--- config.mk ---
export PLATFORM = sky130hd
export DESIGN_NAME = serial_rho_stream
export DESIGN_NICKNAME = d
export VERILOG_FILES = /design/src/rtl/serial_rho_stream_pkg.sv /design/src/rtl/serial_rho_stream_colbuf.sv /design/src/rtl/serial_rho_stream.sv
export SDC_FILE = /design/constraint.sdc
export NUM_CORES = 1
export LEC_CHECK = 0
export ABC_AREA = 1
export ABC_CLOCK_PERIOD_IN_PS = 1850
export CAP_MARGIN = 0
export CORE_MARGIN = 5
export CORE_UTILIZATION = 55
export DETAILED_ROUTE_END_ITERATION = 10
export GPL_TIMING_DRIVEN = 1
export HOLD_SLACK_MARGIN = 0.08
export PLACE_DENSITY = 0.78
export SYNTH_ARGS = -nofsm -noshare
export SYNTH_HDL_FRONTEND = slang
export SYNTH_SLANG_ARGS = --single-unit
--- constraint.sdc ---
create_clock -name clk -period 1.85 [get_ports clk]
set_input_delay 0.37 -clock clk [delete_from_list [all_inputs] [get_ports clk]]
set_output_delay 0.37 -clock clk [all_outputs]
set_load 0.01 [all_outputs]
--- src/rtl/serial_rho_stream_pkg.sv ---
// Shared definitions for the column-serial rho layer: FSM encoding,
// default sizing and an index-width helper.
package serial_rho_stream_pkg;

  // LOAD collects columns, EMIT streams the transformed columns out.
  typedef enum logic {
    ST_LOAD = 1'b0,
    ST_EMIT = 1'b1
  } rho_state_e;

  localparam int DEF_BLOCK_SIZE = 64;
  localparam int DEF_NUM_COLS   = 4;

  // Width of a column index; at least one bit so a 2-column build still has a counter.
  function automatic int idx_width(input int n);
    int w;
    w = 1;
    while ((1 << w) < n) w++;
    return w;
  endfunction

endpackage

--- src/rtl/serial_rho_stream_colbuf.sv ---
// Column buffer: NUM_COLS x COLUMN_SIZE storage, one write port and one
// asynchronous read port sharing the same index. Storage is not reset;
// every entry is rewritten before it is read.
module serial_rho_stream_colbuf #(
  parameter int NUM_COLS    = 4,
  parameter int COLUMN_SIZE = 8,
  parameter int IDX_W       = 2
) (
  input  logic                   clk,
  input  logic                   i_we,
  input  logic [IDX_W-1:0]       i_idx,
  input  logic [COLUMN_SIZE-1:0] i_wdata,
  output logic [COLUMN_SIZE-1:0] o_rdata
);

  logic [COLUMN_SIZE-1:0] r_mem [NUM_COLS];

  // Capture an accepted input column at the current index.
  always_ff @(posedge clk) begin
    if (i_we) r_mem[i_idx] <= i_wdata;
  end

  assign o_rdata = r_mem[i_idx];

endmodule

--- src/rtl/serial_rho_stream.sv ---
// Column-serial rho layer. Loads one half-state column by column while
// accumulating the XOR of all columns, then emits y[k] = acc ^ a[k].
// For even NUM_COLS the map is its own inverse.
//
// Handshake: a transfer happens on a rising edge where valid and ready are
// both high. in_ready is high only in LOAD, out_valid only in EMIT; once
// out_valid is high, out_data/out_last hold until the transfer, and in_data
// is ignored whenever in_ready is low. Both are forced low while rst is high.
module serial_rho_stream
  import serial_rho_stream_pkg::*;
#(
  parameter int BLOCK_SIZE  = DEF_BLOCK_SIZE,
  parameter int SIDE_SIZE   = BLOCK_SIZE / 2,
  parameter int NUM_COLS    = DEF_NUM_COLS,
  parameter int COLUMN_SIZE = SIDE_SIZE / NUM_COLS
) (
  input  logic                   clk,
  input  logic                   rst,
  input  logic                   in_valid,
  output logic                   in_ready,
  input  logic [COLUMN_SIZE-1:0] in_data,
  output logic                   out_valid,
  input  logic                   out_ready,
  output logic [COLUMN_SIZE-1:0] out_data,
  output logic                   out_last,
  output logic                   dbg_state
);

  localparam int                 IDX_W    = idx_width(NUM_COLS);
  localparam logic [IDX_W-1:0]   LAST_IDX = IDX_W'(NUM_COLS - 1);

  // Reject geometries where columns do not tile the half-state or the map is not an involution.
  if (((SIDE_SIZE % NUM_COLS) != 0) || ((NUM_COLS % 2) != 0) || (NUM_COLS < 2)) begin : g_bad_params
    $error("serial_rho_stream: NUM_COLS must be even, >=2 and divide SIDE_SIZE");
  end

  rho_state_e             r_state;
  logic [IDX_W-1:0]       r_idx;
  logic [COLUMN_SIZE-1:0] r_acc;

  logic                   w_in_fire;
  logic                   w_out_fire;
  logic [COLUMN_SIZE-1:0] w_rd_data;

  assign in_ready   = ~rst & (r_state == ST_LOAD);
  assign out_valid  = ~rst & (r_state == ST_EMIT);
  assign out_last   = out_valid & (r_idx == LAST_IDX);
  assign out_data   = w_rd_data ^ r_acc;
  assign w_in_fire  = in_valid & in_ready;
  assign w_out_fire = out_valid & out_ready;
  assign dbg_state  = r_state;

  serial_rho_stream_colbuf #(
    .NUM_COLS    (NUM_COLS),
    .COLUMN_SIZE (COLUMN_SIZE),
    .IDX_W       (IDX_W)
  ) u_colbuf (
    .clk     (clk),
    .i_we    (w_in_fire),
    .i_idx   (r_idx),
    .i_wdata (in_data),
    .o_rdata (w_rd_data)
  );

  // FSM, column index and running XOR; the index wraps to 0 at the end of each phase.
  always_ff @(posedge clk) begin
    if (rst) begin
      r_state <= ST_LOAD;
      r_idx   <= '0;
      r_acc   <= '0;
    end else begin
      case (r_state)
        ST_LOAD: begin
          if (w_in_fire) begin
            r_acc <= r_acc ^ in_data;
            if (r_idx == LAST_IDX) begin
              r_idx   <= '0;
              r_state <= ST_EMIT;
            end else begin
              r_idx <= r_idx + IDX_W'(1);
            end
          end
        end
        ST_EMIT: begin
          if (w_out_fire) begin
            if (r_idx == LAST_IDX) begin
              r_idx   <= '0;
              r_acc   <= '0;
              r_state <= ST_LOAD;
            end else begin
              r_idx <= r_idx + IDX_W'(1);
            end
          end
        end
        default: r_state <= ST_LOAD;
      endcase
    end
  end

endmodule

Word-level counts from Yosys, hierarchy flattened
Memory sizes are Yosys's and may differ from the RTL's. A register that Yosys moved wholly into a read port is not among the register bits.
Cells that the tools add are included.
{"block": "op_classes", "n_addsub": 1, "n_eq_ne": 4, "mux": 17, "bitwise": 9, "n_reduce_logical": 2}
{"op": "8-bit two-way mux", "n": 3}
{"op": "8-bit one-hot mux with 2 select lines", "n": 1}
{"op": "8-bit bitwise XOR", "n": 2}
{"op": "2-bit two-way mux", "n": 5}
{"op": "1-bit two-way mux", "n": 6}
{"op": "2-bit by 1-bit != test with 1-bit output (second input constant)", "n": 3}
{"op": "1-bit AND", "n": 5}
{"op": "2-bit one-hot mux with 2 select lines", "n": 1}
{"op": "3-bit AND reduction", "n": 1}
{"op": "2-bit by 1-bit adder with 2-bit output (second input constant)", "n": 1}
{"op": "2-bit == test (second input constant)", "n": 1}
{"op": "1-bit inverter", "n": 2}
{"op": "1-bit one-hot mux with 2 select lines", "n": 1}
{"op": "2-bit AND reduction", "n": 1}
{"block": "totals", "regBits": 11, "mem_bits_rw": 32, "in_bits": 12, "output_inout_bits": 12, "elab_cells": 37, "mem_count": 1}
{"name": "u_colbuf.r_mem", "depth": 4, "word_bits": 8, "read_ports": 1, "rd_ports_with_merged_regs": 1, "write_ports": 1, "line": "serial_rho_stream_colbuf.sv:16", "rtl": "logic [COLUMN_SIZE-1:0] r_mem [NUM_COLS];"}

Logic depth before layout (Yosys ltp)
{"block": "logic_depth", "ltp_word": 7, "depth_mapped": 8, "ltp_nobuf": 7}

Cells and area by module
From an unflattened synthesis, not the netlist that was laid out.
{"block": "unflattened", "cells_unflattened": 223, "hier_area_um2": 2080.7}
{"module": "serial_rho_stream_colbuf", "n_inst": 1, "cells_per_inst": 115, "area_each_um2": 1346.3, "seq_area_each_um2": 960.9}
{"module": "serial_rho_stream", "n_inst": 1, "cells_per_inst": 108, "area_each_um2": 734.5, "seq_area_each_um2": 220.2}

Worst setup path after synthesis
OpenSTA, ideal clock, no wires.
{"block": "synth_path", "path_kind": "input-to-reg", "startpoint": "input port rst", "endpoint": "memory u_colbuf.r_mem[0][0] (enable)", "setup_time_ps": 371, "arrival_ps": 1214, "required_ps": 1479, "path_slack_ps": 266, "stages": 5, "n_path_buf": 2, "path_cell_list": "buf_4 nor2_8 nand2_4 buf_6 nor2_1"}
{"block": "synth_between", "elab_chain_cells": 5}
{"item": "from (decl)", "line": "serial_rho_stream.sv:18", "rtl": "input logic rst,"}
{"item": "1-bit inverter", "line": "serial_rho_stream.sv:45", "rtl": "assign in_ready = ~rst & (r_state == ST_LOAD);"}
{"item": "1-bit AND", "line": "serial_rho_stream.sv:45"}
{"item": "named net in_ready", "line": "serial_rho_stream.sv:20", "rtl": "output logic in_ready,"}
{"item": "1-bit AND", "line": "serial_rho_stream.sv:49", "rtl": "assign w_in_fire = in_valid & in_ready;"}
{"item": "1-bit two-way mux", "line": "serial_rho_stream_colbuf.sv:20", "rtl": "if (i_we) r_mem[i_idx] <= i_wdata;"}
{"item": "1-bit two-way mux (not written as such)", "line": "serial_rho_stream_colbuf.sv:20"}
{"item": "to (decl)", "line": "serial_rho_stream_colbuf.sv:16"}
The timed path passes the listed nets, and every way through them passes these cells.

==> results.ini <==
[global_route]
grt_first_pass_wirelength_um = 6203
track_usage_pct = 15.96
grt_max_degree = 17
antenna_found_initial = 0
grt.overflow.total = 0
grt_pass1_vias = 1379

[sta]
fin_skew_ns = 0.003982
rsz0062_at_grt = false
tightest_slew_ns = 0.2576
max_freq_mhz = 565.2
slew_headroom_pct = 82.65
setup_viol = 0
fin_setup_tns_ns = 0
period_share_pct = 95.63
post-route-min-period_ns = 1.769
finalHoldViolCount = 0
slew_violations = 0

[cts]
cts_setup_buffers = 0
path_clk_slew_ns = 0.08
htreeDepth = 2
clk_latency_ns = 0.29
cts_buffer_depth = 2
root_buffer = clkbuf_8
clock-sinks = 45
cts_tree = done
ctsHoldBuffers = 0
cts_buffers = 5

[setup_path]
reg2reg_depth = 5
r2r_slack_ns = 0.63
path_max_fanout = 11
startpoint_type = flip-flop
timing.rr.start = r_idx[0]$_SDFFE_PP0P_
critPathRequiredTime_ns = 1.48
rr_endpoint = u_colbuf.r_mem[2][7]$_DFFE_PP_
crit_path_end_kind = output pin
crit_type = reg -> out
worstPathArrival_ns = 1.40

[yosys]
synth-seq-area-share_pct = 58.23
synth-simple-area-share_pct = 25.95
synth.top_cell.area_share_pct = 45.82
yosys_warnings = 0
synth-compound-area-share_pct = 2.387
synth_cell_type_count = 18
syn_nets = 234
ys_ff_latch = 45
syn-instance-count = 217
synth_area_leaders = edfxtp_1, nand2_1, dfxtp_1
synthAdderAreaFrac_pct = 2.983
synth_area_sq_um = 2097
synth_xor_area_share_pct = 3.341
muxShareOfSynthArea_pct = 0
synth_area_per_cell_sq_um = 9.664
synth_top_family_by_area = simple AND/OR/NAND/NOR gates
synth_largest_area_cell = edfxtp_1

[die]
rows = 22
start_util_pct = 56.85
die_height_um = 71.75
ios = 24
core_area_sq_um = 3689
dieArea_sq_um = 5147
die_w_um = 71.75

[placement]
gp_congestion = 0.7532
dpl_cell_area_sq_um = 2449
dp_cells = 297
port_buffers = 23
dp.final_hpwl_um = 2666

[hold_path]
hold_path_class = in -> reg
min_from = rst
hold_depth = 3
min_to = r_idx[0]$_SDFFE_PP0P_

[route]
ant_nets = 0
viasPerCell = 4.846
wl_per_cell_um = 12.60
vias = 1478
drtIter0Drc = 116
drt-pass1-iter-count = 4
drc_errors = 0
wirelength_um = 3842

[layout]
multiInputGateArea_sq_um = 726.9
syn2layout_area_growth_pct = 20.41
utilization_pct = 68.45
ff_latch_area_sq_um = 1231
nNetsFinal = 273
num-fill-cells = 292
stdcell_area_sq_um = 2525
fin_cells = 305
drive_gt1_share_pct = 19.84
antenna_cells = 0

[pwr]
leakage_nw = 1.075
irDropWorstVdd_mv = 0.5961
power_density_nw_per_um2 = 824.9

[run_status]
outcome = complete, no violations

[flow_run]
max_cap_viol_count = 0

routing by layer:
layer	vias to the layer above	global-route usage (%)	share of wire (%)
met4	0	5.219	0.86
met1	675	20.05	45
met3	2	5.049	5.0
li1	769	-	-
met5	-	0	0
met2	32	26.12	49
worst max path at each step:
stage	start	endpoint
4_1_cts	flip-flop	out_data[7]
2_1_floorplan	rst	u_colbuf.r_mem[0][0]$_DFFE_PP_
5_1_grt	flip-flop	out_data[6]
3_5_place_dp	rst	out_last
3_3_place_gp	rst	out_last
6_report	flip-flop	out_data[6]
state kept, by name, indices dropped and copies added, names as in the netlist, named ones only:
| name | count |
|---|---|
| u_colbuf.r_mem | 32 |
| r_acc | 8 |
| r_idx | 2 |
| dbg_state | 1 |
worst max-delay path: stages (launching register included):
cell,delay [ns]
dfxtp_4,0.36
buf_6,0.14
nand2_1,0.05
nand3_1,0.07
nand2_1,0.09
xor2_1,0.14
clkdlybuf4s15_1,0.25
layout by cell type, fill, tap and decap left out:
cell | synthesis | layout
nand2_1 | 70 | 70
edfxtp_1 | 32 | 32
nand3_1 | 25 | 25
inv_1 | 21 | 21
nor2_1 | 18 | 18
buf_4 | 2 | 15
clkdlybuf4s50_1 | 0 | 13
dfxtp_1 | 13 | 9
xor2_1 | 8 | 8
clkbuf_2 | 0 | 8
clkbuf_8 | 0 | 7
ha_1 | 5 | 5
nand2_2 | 4 | 4
a21oi_2 | 4 | 4
o21ai_0 | 3 | 3
inv_2 | 3 | 2
nand2_4 | 2 | 2
dfxtp_4 | 0 | 2
dfxtp_2 | 0 | 2
inv_4 | 0 | 1
nor2_8 | 1 | 1
nand4_4 | 1 | 1
clkinv_2 | 0 | 1
clkdlybuf4s15_1 | 0 | 1
dlygate4sd2_1 | 0 | 1
buf_6 | 3 | 1
synth_stat cells:
library cell	n
nand4_4	1
nand2_2	4
edfxtp_1	32
inv_2	3
nand2_4	2
buf_2	2
buf_6	3
ha_1	5
dfxtp_1	13
xor2_1	8
nor2_1	18
nor2_8	1
a21oi_2	4
inv_1	21
nand3_1	25
o21ai_0	3
buf_4	2
nand2_1	70
what timing repair did:
item                                    4_1_cts  5_1_grt
endpoints found under the setup margin       11        9
gates resized for setup                      17       18
pin swaps                                     0        0
where the power goes:
part / switching (W) / internal (W)
logic: 0.000180 / 0.000131
registers: 0.0000181 / 0.00111
clock network: 0.000305 / 0.000337
total: 0.000503 / 0.00158
metrics by stage:
stage / worst slack [ns] / total power, W / hold WS [ns]
2_1_floorplan: 0.2656 / 0.001339 / 0.4689
3_3_place_gp: -0.2259 / 0.001486 / 0.5049
3_5_place_dp: -0.2663 / 0.001494 / 0.5067
4_1_cts: 0.01535 / 0.002101 / 0.5179
5_1_grt: 0.007010 / 0.002185 / 0.4832
6_report: 0.08083 / 0.002083 / 0.4722
cell families after synthesis:
logic type,count (synthesis)
buf+inv,31
simple gates,121
compound gates,7
fa+ha+maj,5
flops,45
xor+xnor,8
area by class of cell:
class | instances | share of cell area (%)
multi-input cells | 141 | 28.79
well taps | 48 | 2.379
clock inverters | 1 | 0.1982
flip-flops and latches | 45 | 48.76
inverters | 24 | 3.667
clock buffers | 7 | 3.816
repair buffers | 39 | 12.39
(Power assumes the default switching activity.)
